===== src/rtl/acc_aom_dac_sched.sv =====
// acc_aom_dac_sched: arbitrates ACC and PWM writes to the shared AOM DAC with ACC priority, hold window and clamping
module acc_aom_dac_sched #(
  parameter int DW         = 12,
  parameter int SETTLE_CYC = 4,
  parameter int HOLD_W     = 32
) (
  input  logic              clk_i,
  input  logic              rst_n_i,
  input  logic              enable_i,
  input  logic              acc_req_i,
  input  logic [DW-1:0]     acc_level_i,
  input  logic [HOLD_W-1:0] acc_hold_i,
  input  logic              pwm_req_i,
  input  logic [DW-1:0]     pwm_level_i,
  input  logic [DW-1:0]     uplimit_i,
  input  logic [DW-1:0]     lowlimit_i,
  input  logic              dac_busy_i,
  output logic              dac_out_en_o,
  output logic [DW-1:0]     dac_out_o,
  output logic              acc_owner_o,
  output logic [7:0]        drop_cnt_o
);
  localparam int CW = SETTLE_CYC > 1 ? $clog2(SETTLE_CYC) : 1;
  localparam logic [CW-1:0] SC_LAST = CW'(SETTLE_CYC - 1);
  typedef enum logic [1:0] {IDLE, ISSUE, WAIT_BUSY, SETTLE} state_t;
  state_t state, state_n;
  logic acc_full, pwm_full, first, go, take_acc, take_pwm, drop_a, drop_p;
  logic [DW-1:0] acc_lvl, pwm_lvl, sel_lvl, lo_v, clamped;
  logic [HOLD_W-1:0] hold_cnt;
  logic [CW-1:0] cnt;
  logic [8:0] drop_sum;
  always_comb begin
    go       = state == IDLE && enable_i && (acc_full || (pwm_full && hold_cnt == '0));
    take_acc = go && acc_full;
    take_pwm = go && !acc_full;
    sel_lvl  = acc_full ? acc_lvl : pwm_lvl;
    lo_v     = sel_lvl < lowlimit_i ? lowlimit_i : sel_lvl;
    clamped  = lo_v > uplimit_i ? uplimit_i : lo_v;
    drop_a   = enable_i && acc_req_i && acc_full && !take_acc;
    drop_p   = enable_i && pwm_req_i && pwm_full && !take_pwm;
    drop_sum = {1'b0, drop_cnt_o} + 9'(drop_a) + 9'(drop_p);
    state_n  = state == IDLE      ? (go ? ISSUE : IDLE) :
               state == ISSUE     ? WAIT_BUSY :
               state == WAIT_BUSY ? (first || dac_busy_i ? WAIT_BUSY : SETTLE) :
                                    (cnt == SC_LAST ? IDLE : SETTLE);
  end
  assign dac_out_en_o = state == ISSUE;
  assign acc_owner_o  = hold_cnt != '0;
  // a request landing on the edge its slot is consumed refills the slot without counting a drop
  always_ff @(posedge clk_i or negedge rst_n_i) begin
    if (!rst_n_i) begin
      state      <= IDLE;
      first      <= 1'b0;
      cnt        <= '0;
      dac_out_o  <= '0;
      hold_cnt   <= '0;
      acc_full   <= 1'b0;
      pwm_full   <= 1'b0;
      acc_lvl    <= '0;
      pwm_lvl    <= '0;
      drop_cnt_o <= '0;
    end else begin
      state      <= state_n;
      first      <= state == ISSUE;
      cnt        <= state == SETTLE ? cnt + 1'b1 : '0;
      if (go) dac_out_o <= clamped;
      hold_cnt   <= !enable_i ? '0 : take_acc ? acc_hold_i : hold_cnt != '0 ? hold_cnt - 1'b1 : '0;
      acc_full   <= enable_i && (acc_req_i || (acc_full && !take_acc));
      pwm_full   <= enable_i && (pwm_req_i || (pwm_full && !take_pwm));
      if (acc_req_i) acc_lvl <= acc_level_i;
      if (pwm_req_i) pwm_lvl <= pwm_level_i;
      drop_cnt_o <= drop_sum > 9'd255 ? 8'hff : drop_sum[7:0];
    end
  end
endmodule


===== config.mk =====
export PLATFORM = sky130hd
export DESIGN_NAME = acc_aom_dac_sched
export DESIGN_NICKNAME = d
export VERILOG_FILES = /design/src/rtl/acc_aom_dac_sched.sv
export SDC_FILE = /design/constraint.sdc
export NUM_CORES = 1
export LEC_CHECK = 0
export CAP_MARGIN = 0
export CORE_ASPECT_RATIO = 1.75
export CORE_MARGIN = 2
export CORE_UTILIZATION = 40
export CTS_CLUSTER_DIAMETER = 30
export DETAILED_ROUTE_END_ITERATION = 8
export PLACE_DENSITY_LB_ADDON = 0.1
export SKIP_CTS_REPAIR_TIMING = 1
export SYNTH_ARGS = -nofsm -noshare
export SYNTH_HDL_FRONTEND = slang
export SYNTH_SLANG_ARGS = --single-unit

===== constraint.sdc =====
create_clock -name clk_i -period 4.1 [get_ports clk_i]
set_input_delay 0.41 -clock clk_i [delete_from_list [all_inputs] [get_ports clk_i]]
set_output_delay 0.41 -clock clk_i [all_outputs]
set_load 0.01 [all_outputs]

Word level (Yosys, flattened, before mapping)
Cells that the tools add are included.

word-level totals
  output and inout port bits = 22
  input port bits = 86
  logic and storage cells = 60
  register bits = 83

cells by class
  mux-type cells = 14
  reductions and logical operators = 25
  equality and inequality tests = 4
  order comparisons = 3
  add/subtract/negate cells = 4

operators by type and width
  operator                                                              number
  32-bit two-way mux                                                    3
  12-bit two-way mux                                                    3
  32-bit logical NOT                                                    1
  32-bit nonzero test                                                   1
  32-bit by 1-bit subtractor with 32-bit output, second input constant  1
  1-bit logical AND                                                     15
  12-bit > comparator                                                   1
  12-bit less-than comparator                                           1
  2-bit two-way mux                                                     5
  8-bit by 1-bit adder with 9-bit output                                1
  9-bit by 1-bit adder with 9-bit output                                1
  9-bit by 8-bit > comparator with 1-bit output, second input constant  1
  8-bit two-way mux                                                     1
  2-bit == test, second input constant                                  3
  1-bit logical OR                                                      4
  1-bit logical NOT                                                     3
  2-bit by 1-bit adder with 2-bit output, second input constant         1
  2-bit by 1-bit == test with 1-bit output, second input constant       1
  2-bit logical NOT                                                     1
  1-bit two-way mux                                                     2

Depth between registers and ports, before layout
Gate-level depths: netlist (run 1).

  word-level depth = 11
  depth in mapped cells = 18

Least setup slack after synthesis (run 1)
Ideal clock, no wire load.

  kind = register to register
  start = register acc_full
  end = register dac_out_o[8]
  arrival = 4.399 ns
  stages on the path, launching flop included = 19
  buffers on the path = 5
  data required time = 3.970 ns
  period minus slack after synthesis = 4.529 ns
  path slack = -0.429 ns
  setup time = 0.130 ns
  cells stage by stage = dfrtp_1 > buf_2 > buf_1 > mux2_2 > ha_1 > nand4_1 > a211oi_1 > or3_1 > clkbuf_1 > buf_1 > a21oi_1 > ha_1 > nor2b_1 > o211ai_1 > a211o_1 > a21oi_1 > clkbuf_1 > a211o_1 > a31oi_1

on the way
  word-level cells in the longest chain between the ends = 5
  elaborated cells on any way between the ends = 7
  those cells by class = order compare: 2; mux: 3; reduce/logical: 2

ends and longest elaborated chain
  element                      RTL line  text
  start: declaration           27        logic acc_full, pwm_full, first, go, take_acc, take_pwm, drop_a, drop_p;
  start signal: assignment     68        acc_full <= enable_i && (acc_req_i || (acc_full && !take_acc));
  12-bit two-way mux           36        sel_lvl = acc_full ? acc_lvl : pwm_lvl;
  12-bit less-than comparator  37        lo_v = sel_lvl < lowlimit_i ? lowlimit_i : sel_lvl;
  12-bit two-way mux           37
  12-bit > comparator          38        clamped = lo_v > uplimit_i ? uplimit_i : lo_v;
  12-bit two-way mux           38
  end signal: assignment       66        if (go) dac_out_o <= clamped;
  end: declaration             19        output logic [DW-1:0] dac_out_o,

Parallel ways exist; a longest one is shown, timed or not.
A chain may end at the register's enable or synchronous reset.

Worst setup path after layout (run 1)
  start = register acc_full
  end = register dac_out_o[5]

The elaborated chain is that of the path after synthesis.

==> results of run 1 <==
-- power groups by stage --
stage	Combinational, µW	Clock, µW	Sequential [µW]
4_1_cts	1810	867	1280
3_3_place_gp	1770	0	1280
6_report	1800	847	1270
5_1_grt	2010	900	1310
2_1_floorplan	1150	0	1270
3_5_place_dp	1800	0	1290
-- worst max-delay path by stage --
stage	cells past startpoint	slack [ps]	start	end
after global routing	17	-30	acc_full$_DFF_PN0_	dac_out_o[7]$_DFFE_PN0P_
after detailed placement	17	-40	lowlimit_i[1]	dac_out_o[1]$_DFFE_PN0P_
after floorplan	18	20	acc_full$_DFF_PN0_	dac_out_o[8]$_DFFE_PN0P_
after CTS	17	-50	acc_full$_DFF_PN0_	dac_out_o[5]$_DFFE_PN0P_
final	16	130	acc_full$_DFF_PN0_	dac_out_o[5]$_DFFE_PN0P_
after global placement	17	50	lowlimit_i[1]	dac_out_o[6]$_DFFE_PN0P_
-- registers in the layout (all words and copies together) (netlist names) --
register / flops
first: 1
acc_lvl: 12
dac_out_o: 12
state: 2
pwm_full: 1
acc_full: 1
drop_cnt_o: 8
hold_cnt: 32
pwm_lvl: 12
cnt: 2
-- cell usage in the layout, fill, tap and decap left out, types with 3 or more instances in the layout --
cell type / count
clkdlybuf4s50_1: 106
dfrtp_1: 82
nor2_1: 53
nand2_1: 48
inv_1: 40
mux2_2: 35
ha_1: 26
a21oi_1: 24
a31oi_1: 16
buf_4: 16
o21ai_0: 15
xnor2_1: 14
nor4_1: 13
a211o_1: 13
nor3_1: 11
a22oi_1: 11
clkbuf_16: 9
and3_1: 8
xor2_1: 8
nand3_1: 7
nand4_1: 7
nor2b_1: 7
or4_1: 4
or3_1: 4
and2_1: 4
a21o_1: 3
o31ai_1: 3
nor4_2: 3
o31a_1: 3
a21oi_2: 3
nand2b_1: 3
a311oi_1: 3
a211oi_1: 3
clkinv_4: 3
buf_12: 3
-- synth_stat cells (all sizes together) (4+ instances only) --
cell type and instances:
inv 41, nand4 7, o21ai 17, or3 5, nor3 11, nor2b 7, a21oi 27, nor2 53
a211oi 5, xnor2 14, xor2 8, nand3 7, and2 4, ha 26, a22oi 11, buf 7
nand2 48, or4 4, dfrtp 83, mux2 36, clkbuf 16, nor4 17, a31oi 16, a211o 13
and3 9
-- cell families (layout without fill, tap and decap cells) --
group	after synthesis	count (layout)
adders and majority gates	27	27
xor gates and xnor gates	22	22
and+or+nand+nor	182	182
muxes	37	37
AOI/OAI and AO/OA	107	107
DFF	83	83
buffers and inverters	64	182
-- per-layer routing --
metal	vias to the layer above	wire, µm	global-route usage
li1	2084	-	-
met1	2091	4920	0.203
met2	98	7960	0.427
met3	13	523	0.0398
met4	0	219	0.0677
met5	-	0	0
-- per-stage QoR --
stage / setup TNS (ps) / cells / power, µW / hold slack, ps
after global placement: 0 / 788 / 3050 / 416
after CTS: -248 / 804 / 3950 / 116
after detailed placement: -172 / 788 / 3090 / 437
after floorplan: 0 / 522 / 2420 / 114
after global routing: -94.0 / 805 / 4220 / 148
final: 0 / 805 / 3930 / 88.8
-- area by class of cell --
class                      instances  area share
timing repair buffer             125       0.187
clock buffer                      11      0.0381
tap                              165      0.0311
clock inverter                     5     0.00925
sequential                        83       0.313
multi-input combinational        375       0.398
inverter                          41      0.0232
==> results.py, run 1 <==
metrics = {
    "power": {
        "seqPwrFrac": 0.325,
        "powerDensity_mw_per_mm2": 592,
        "swShare": 0.369,
        "p_int_uw": 2480,
        "ir_drop_mv": 0.284,
        "p_leak_uw": 0.00298,
        "power_frac_comb": 0.460,
        "switchingPower_uw": 1450,
        "pwr-share-clk": 0.216,
    },
    "sta": {
        "worst_slew_pin_slew_ps": 661,
        "slew_viol_final": 0,
        "finalSetupViolCount": 0,
        "hold_viol_final": 0,
        "period_share": 0.969,
        "layout_setup_ws_ps": 127,
        "max_freq_mhz": 252,
        "slew-limit-headroom": 0.558,
        "grt_setup_unrepaired": "yes",
        "fin_skew_ps": 10.2,
        "post-route-min-period_ps": 3970,
    },
    "run_status": {
        "status": "finished, final reports clean",
    },
    "setup_path": {
        "critical_path_buf_inv_count": 3,
        "rr_endpoint": "dac_out_o[5]$_DFFE_PN0P_",
        "end_kind": "register",
        "crit_family": "compound AO/OA/AOI/OAI gates",
        "crit_chain": "buf_12 > mux2_2 > ha_1 > o211a_1 > o31ai_1 > a211oi_2 > buf_4 > nor4_1 > a21oi_1 > ha_1 > nand4_1 > a211o_1 > a21oi_2 > buf_12 > a211o_1 > a31oi_1",
        "max_stage_delay_ps": 390,
        "r2r_cells": 16,
        "crit_arrival_ps": 4160,
        "worstSetupStartpointType": "register",
        "worstPathRequired_ps": 4280,
        "r2r-start": "acc_full$_DFF_PN0_",
        "critPathKind": "register to register",
        "cp_slowest_cell": "dfrtp_2",
        "reg2reg_slack_ps": 130,
        "critPathMaxFanout": 14,
    },
    "detailed_routing": {
        "drc": 0,
        "ant_nets": 0,
        "dr.pass1.iters": 4,
        "num_vias": 4286,
        "vias_per_cell": 5.32,
        "drtIter0Drc": 161,
        "drt-total-wl_um": 13600,
        "routed_wire_length_per_instance_um": 16.9,
    },
    "synth": {
        "synth.avg_cell_area_um2": 9.44,
        "ys_ff_latch": 83,
        "synthCells": 522,
        "synth-edff-count": 0,
        "synth_compound_area_frac": 0.146,
        "synthFlopType": "dfrtp_1",
        "yosys.area_share.xor_xnor": 0.0391,
        "yosysWarningCount": 0,
        "synth_mux_area_frac": 0.0843,
        "yosys.area_share.adder": 0.0701,
        "yosysTopAreaCell": "dfrtp_1",
        "synth_simple_gate_area_frac": 0.188,
        "async_reset_ff_frac": 1.00,
        "synth_cell_types": 52,
        "syn_nets": 635,
        "ys_top_cells_by_area": "dfrtp_1 42%, mux2_2 8.0%, ha_1 6.6%, nor2_1 4.0%, nand2_1 3.7%",
        "netlist_area_mm2": 0.00493,
        "synth_top_family_by_area": "simple AND/OR/NAND/NOR gates",
        "netlist.area_leader.share": 0.422,
        "synth_seq_area_share": 0.422,
    },
    "floorplanning": {
        "dieArea_mm2": 0.0133,
        "initial_core_util": 0.411,
        "die_h_um": 151,
        "die_w_um": 87.9,
        "fp-row-count": 53,
        "ios": 108,
        "core_mm2": 0.0120,
    },
    "clock_network": {
        "cts_tree": "yes",
        "clock-root-buffer": "clkbuf_16",
        "worstSkewPairLatency_ps": 340,
        "cts_sinks": 83,
        "numCtsBuffers": 9,
        "clockBufferDepth": 2,
        "htreeDepth": 3,
        "clk_pin_slew_worst_paths_ps": 60,
    },
    "global_routing": {
        "antenna_found_initial": 0,
        "grt_max_degree": 48,
        "grt_pass1_vias": 4500,
        "overflow": 0,
        "grt_pass1_wl_um": 21500,
        "track_usage": 0.211,
    },
    "finish": {
        "fin_util": 0.552,
        "nets": 748,
        "num_antenna_cells": 0,
        "multi_input_area_mm2": 0.00264,
        "drive_above_1_share": 0.136,
        "final_cell_area_mm2": 0.00663,
        "syn2layout_area_growth_pct": 34.6,
        "ff_latch_area_mm2": 0.00208,
        "final.fill_count": 1117,
    },
    "placement": {
        "post-dp-hpwl_um": 10400,
        "place_area_mm2": 0.00628,
        "post-place-ws_ps": -40.8,
        "io_buffer_count": 107,
        "gp_congestion": 0.831,
    },
    "flow_run": {
        "cap_violations": 0,
    },
    "hold_path": {
        "hold_class": "input port to async pin",
    },
}
Note: power is estimated with default switching activity, not from simulation.
==> inputs of run 2 (changes only) <==
Settings changed: RECOVER_POWER from default to 100.
==> results.py, run 2 (synthesized netlist as in run 1, its figures left out) <==
metrics = {
    "setup_path": {
        "reg2reg_slack_ps": 140,
        "crit_arrival_ps": 4150,
        "rr_endpoint": "dac_out_o[5]$_DFFE_PN0P_",
        "critPathKind": "register to register",
        "critPathMaxFanout": 14,
        "r2r_cells": 16,
        "crit_chain": "buf_12 > mux2_2 > ha_1 > o211a_1 > o31ai_1 > a211oi_2 > buf_4 > nor4_1 > a21oi_1 > ha_1 > nand4_1 > a211o_1 > a21oi_2 > buf_12 > a211o_1 > a31oi_1",
        "worstSetupStartpointType": "register",
        "cp_slowest_cell": "dfrtp_2",
        "worstPathRequired_ps": 4280,
        "r2r-start": "acc_full$_DFF_PN0_",
        "max_stage_delay_ps": 390,
        "end_kind": "register",
    },
    "finish": {
        "num_antenna_cells": 0,
        "mostFrequentLayoutCells": "82 x dfrtp_1, 82 x clkdlybuf4s50_1, 53 x nor2_1, 48 x nand2_1, 41 x inv_1",
        "nets": 748,
        "final.fill_count": 1119,
        "drive_above_1_share": 0.123,
        "final_cells": 805,
        "largest_reg_flops": 32,
        "syn2layout_area_growth_pct": 33.7,
        "final_cell_area_mm2": 0.00659,
        "regMostFlops": "hold_cnt",
    },
    "clock_network": {
        "numCtsBuffers": 9,
        "clk_pin_slew_worst_paths_ps": 60,
        "worstSkewPairLatency_ps": 340,
        "htreeDepth": 3,
        "cts_tree": "yes",
        "clock-root-buffer": "clkbuf_16",
        "cts_sinks": 83,
        "clockBufferDepth": 2,
    },
    "sta": {
        "slew_viol_final": 48,
        "fin_skew_ps": 9.91,
        "period_share": 0.966,
        "hold_viol_final": 0,
        "max_freq_mhz": 252,
        "finalSetupViolCount": 0,
        "final.setup.tns_ps": 0,
        "worst_slew_pin_slew_ps": 2700,
        "grt_setup_unrepaired": "yes",
        "post-route-min-period_ps": 3960,
        "layout_setup_ws_ps": 139,
        "slew-limit-headroom": -0.798,
    },
    "placement": {
        "dpl.cell_count": 788,
        "gp_congestion": 0.831,
        "place_area_mm2": 0.00628,
        "post-place-ws_ps": -40.8,
        "post-dp-hpwl_um": 10400,
        "io_buffer_count": 107,
    },
    "detailed_routing": {
        "dr.pass1.iters": 4,
        "routed_wire_length_per_instance_um": 17.0,
        "drc": 0,
        "drt-total-wl_um": 13600,
        "num_vias": 4306,
        "ant_nets": 0,
        "vias_per_cell": 5.35,
        "drtIter0Drc": 149,
    },
    "run_status": {
        "violations": "max-capacitance violations, max-slew violations",
        "status": "finished, violations left",
    },
    "power": {
        "pwr-share-clk": 0.220,
        "p_leak_uw": 0.00298,
        "switchingPower_uw": 1430,
        "seqPwrFrac": 0.329,
        "swShare": 0.372,
        "ir_drop_mv": 0.283,
        "powerDensity_mw_per_mm2": 584,
        "power_frac_comb": 0.451,
        "p_int_uw": 2420,
    },
    "hold_path": {
        "holdCritStartpoint": "cnt[0]$_DFF_PN0_",
        "hold_class": "register to register",
        "holdPathEnd": "cnt[0]$_DFF_PN0_",
        "hold_depth": 1,
    },
    "global_routing": {
        "grt_pass1_vias": 4500,
        "grt_max_degree": 48,
        "overflow": 0,
        "antenna_found_initial": 0,
        "grt_pass1_wl_um": 21500,
        "track_usage": 0.211,
    },
    "floorplanning": {
        "die_h_um": 151,
        "core_mm2": 0.0120,
        "initial_core_util": 0.411,
        "dieArea_mm2": 0.0133,
        "die_w_um": 87.9,
        "fp-row-count": 53,
        "ios": 108,
    },
    "flow_run": {
        "cap_violations": 1,
    },
}
==> run 2: changes by cell type in the layout (fill, tap and decap cells not counted), sizes merged <==
cell and change:
buf -6, clkbuf +6, clkdlybuf4s50 -24, dlygate4sd3 +24
==> run 2: metal layers <==
layer / vias to the layer above / track usage / share of wire
met5: - / 0 / 0
met4: 0 / 0.0677 / 0.017
met3: 17 / 0.0398 / 0.043
met2: 113 / 0.427 / 0.58
met1: 2095 / 0.203 / 0.36
li1: 2081 / - / -
==> run 2: how the worst max path moves through the flow <==
stage                                   from                  endpoint  slack (ps)  depth (start not counted)
final                     acc_full$_DFF_PN0_  dac_out_o[5]$_DFFE_PN0P_         140                         16
after CTS                 acc_full$_DFF_PN0_  dac_out_o[5]$_DFFE_PN0P_         -50                         17
after detailed placement       lowlimit_i[1]  dac_out_o[1]$_DFFE_PN0P_         -40                         17
after global placement         lowlimit_i[1]  dac_out_o[6]$_DFFE_PN0P_          50                         17
after global routing      acc_full$_DFF_PN0_  dac_out_o[7]$_DFFE_PN0P_         -30                         17
after floorplan           acc_full$_DFF_PN0_  dac_out_o[8]$_DFFE_PN0P_          20                         18
==> run 2: through the flow <==
stage | power, µW | util | hold WS (ps)
floorplan | 2420 | - | 114
global placement | 3050 | 0.523 | 416
detailed placement | 3090 | 0.523 | 437
CTS | 3950 | 0.549 | 116
global route | 4140 | 0.549 | 459
finish | 3850 | 0.549 | 443
==> run 2: layout make-up <==
cell class,count,area [µm²],share of cell area
clock buffers,11,253,0.0384
clock inverters,5,61.3,0.00930
inverters,41,154,0.0234
multi-input cells,375,2620,0.397
flip-flops and latches,83,2080,0.315
well taps,165,206,0.0313
repair buffers,125,1220,0.185
==> run 2: critical path, delay by kind of cell (launching register included) <==
kind            cells  cell delay [ps]
compound gates      8             1380
fa+ha+maj           2              600
simple gates        2              580
buf+inv             3              510
flops               1              390
mux                 1              350
==> run 2: power by group through the flow <==
stage / registers (µW) / clock network, µW / logic [µW]
floorplan: 1270 / 0 / 1150
global placement: 1280 / 0 / 1770
detailed placement: 1290 / 0 / 1800
CTS: 1280 / 867 / 1810
global route: 1300 / 900 / 1940
finish: 1270 / 849 / 1740
==> inputs of run 3 (changes only) <==
Settings changed: ABC_AREA from default to 1.
==> results.py, run 3 <==
metrics = {
    "global_routing": {
        "overflow": 0,
        "grt_pass1_wl_um": 24000,
        "grt_pass1_vias": 5133,
        "grt_max_degree": 47,
        "antenna_found_initial": 0,
        "track_usage": 0.211,
    },
    "run_status": {
        "status": "finished, violations left",
        "violations": "max-capacitance violations, max-slew violations",
    },
    "detailed_routing": {
        "vias_per_cell": 4.87,
        "ant_nets": 0,
        "drtIter0Drc": 179,
        "dr.pass1.iters": 4,
        "routed_wire_length_per_instance_um": 14.0,
        "drc": 0,
        "drt-total-wl_um": 14700,
        "num_vias": 5105,
    },
    "hold_path": {
        "holdCritStartpoint": "cnt[0]$_DFF_PN0_",
        "hold_class": "register to register",
    },
    "power": {
        "finalPower_uw": 4730,
        "p_leak_uw": 0.00357,
        "powerDensity_mw_per_mm2": 688,
        "ir_drop_mv": 0.259,
    },
    "sta": {
        "slew_viol_final": 73,
        "post-route-min-period_ps": 3600,
        "final.setup.tns_ps": 0,
        "hold_slack_ps": 448,
        "slew-limit-headroom": -0.399,
        "fin_skew_ps": 10.5,
        "grt_setup_unrepaired": "no",
        "worst_slew_pin_slew_ps": 2100,
        "period_share": 0.878,
        "hold_viol_final": 0,
        "finalSetupViolCount": 0,
        "layout_setup_ws_ps": 498,
        "max_freq_mhz": 278,
    },
    "synth": {
        "synth-edff-count": 0,
        "yosysMostFrequentCell": "nand2_1",
        "ys_top_cells_by_area": "dfrtp_1 39%, nand2_1 19%, inv_1 6.2%, ha_1 6.1%, nand3_1 6.1%",
        "yosysTopAreaCell": "dfrtp_1",
        "synthFlopType": "dfrtp_1",
        "synth_common_cells": "269 x nand2_1, 88 x inv_1, 83 x dfrtp_1",
        "netlist.area_leader.share": 0.391,
        "synth_seq_area_share": 0.391,
        "yosysWarningCount": 0,
        "synth.avg_cell_area_um2": 6.92,
        "async_reset_ff_frac": 1.00,
        "ys_ff_latch": 83,
        "synthCells": 767,
        "syn_nets": 880,
        "netlist_area_mm2": 0.00531,
        "synth_cell_types": 33,
    },
    "setup_path": {
        "crit_chain": "buf_4 > o21ai_0 > ha_1 > nand2_1 > inv_1 > o21ai_0 > nand2_1 > nor2_1 > nand2_2 > nand2_1 > nand2_1 > ha_1 > nand4_1 > nor3_1 > nand2_1 > nand3_1 > buf_4 > nand3_1 > nand2_1 > clkinv_1 > nand2_1 > nand2_1",
        "worstPathRequired_ps": 4330,
        "rr_endpoint": "dac_out_o[10]$_DFFE_PN0P_",
        "reg2reg_slack_ps": 500,
        "r2r_cells": 22,
        "critPathKind": "register to register",
        "end_kind": "register",
        "worstSetupStartpointType": "register",
        "path_depth": 22,
        "crit_arrival_ps": 3830,
        "startpoint": "acc_full$_DFF_PN0_",
        "r2r-start": "acc_full$_DFF_PN0_",
        "critPathMaxFanout": 21,
        "max_stage_delay_ps": 420,
        "crit_family": "simple AND/OR/NAND/NOR gates",
        "cpMostUsedCell": "nand2_1",
        "critical_path_buf_inv_count": 4,
        "cp-endpoint": "dac_out_o[10]$_DFFE_PN0P_",
        "cp_slowest_cell": "dfrtp_1",
    },
    "clock_network": {
        "clk_pin_slew_worst_paths_ps": 70,
        "clockBufferDepth": 2,
        "clock-root-buffer": "clkbuf_16",
        "htreeDepth": 3,
        "cts_sinks": 83,
        "numCtsBuffers": 9,
        "worstSkewPairLatency_ps": 340,
        "cts_tree": "yes",
    },
    "finish": {
        "num_antenna_cells": 0,
        "final_common_cell": "nand2_1",
        "drive_above_1_share": 0.0490,
        "regMostFlops": "hold_cnt",
        "nets": 986,
        "ff_latch_area_mm2": 0.00208,
        "final.fill_count": 1343,
        "multi_input_area_mm2": 0.00273,
        "largest_reg_flops": 32,
        "syn2layout_area_growth_pct": 29.5,
        "mostFrequentLayoutCells": "268 x nand2_1, 88 x inv_1, 83 x dfrtp_1, 81 x clkdlybuf4s50_1, 66 x nand3_1",
    },
    "floorplanning": {
        "dieArea_mm2": 0.0142,
        "core_mm2": 0.0129,
        "ios": 108,
        "die_h_um": 156,
        "fp-row-count": 55,
        "die_w_um": 91.1,
        "initial_core_util": 0.410,
    },
    "placement": {
        "gp_congestion": 0.940,
        "io_buffer_count": 107,
        "post-dp-hpwl_um": 11600,
        "post-place-ws_ps": 395,
    },
    "flow_run": {
        "cap_violations": 2,
    },
}
run 3: report_power, final:
group / internal [µW] / total, µW / leakage [µW] / switching, µW
clock network: 569 / 911 / 0.000162 / 341
logic: 954 / 2490 / 0.00235 / 1540
registers: 1090 / 1330 / 0.00106 / 236
total: 2620 / 4730 / 0.00357 / 2110
run 3: worst min-delay path by stage:
stage / to / slack, ps / cells after the start
3_3_place_gp: hold_cnt[6]$_DFF_PN0_ / 410 / 1
4_1_cts: hold_cnt[6]$_DFF_PN0_ / 50 / 1
3_5_place_dp: hold_cnt[6]$_DFF_PN0_ / 420 / 1
5_1_grt: acc_lvl[2]$_DFFE_PN0P_ / 490 / 2
2_1_floorplan: acc_full$_DFF_PN0_ / 110 / 0
6_report: cnt[0]$_DFF_PN0_ / 450 / 1
run 3: logic make-up (layout without fill, tap and decap cells):
logic type      Yosys count  count (layout)  share of synthesized area
mux                       1               1                    0.00212
buf+inv                 124             235                     0.0926
flops                    83              83                      0.391
xor+xnor                 17              17                     0.0280
simple gates            429             429                      0.337
fa+ha+maj                27              27                     0.0650
compound gates           86              86                     0.0841
run 3: layer usage:
layer / track usage / vias up / share of wire
met2: 0.418 / 112 / 0.57
met5: 0 / - / 0
met4: 0.0794 / 0 / 0.027
met1: 0.222 / 2363 / 0.37
met3: 0.0265 / 19 / 0.035
li1: - / 2611 / -
run 3: area by class of cell:
type / instances / share of cell area
Clock buffer: 11 / 0.0368
Clock inverter: 5 / 0.0124
Inverter: 101 / 0.0552
Multi-Input combinational cell: 560 / 0.397
Sequential cell: 83 / 0.302
Tap cell: 171 / 0.0311
Timing Repair Buffer: 118 / 0.165
run 3: worst register-to-register path, stage by stage, from the launching register on:
cell and delay [ps]:
dfrtp_1 420, buf_4 210, o21ai_0 290, ha_1 300
nand2_1 60, inv_1 30, o21ai_0 140, nand2_1 70
nor2_1 200, nand2_2 190, nand2_1 120, nand2_1 60
ha_1 310, nand4_1 140, nor3_1 180, nand2_1 80
nand3_1 110, buf_4 220, nand3_1 100, nand2_1 80
clkinv_1 70, nand2_1 70, nand2_1 50
run 3: stage by stage:
stage,instance area [µm²],std cells,utilization
after CTS,6900,1049,0.533
after global routing,6870,1049,0.531
after global placement,6560,1033,0.507
after detailed placement,6560,1033,0.507
final,6870,1049,0.531
after floorplan,5310,767,-
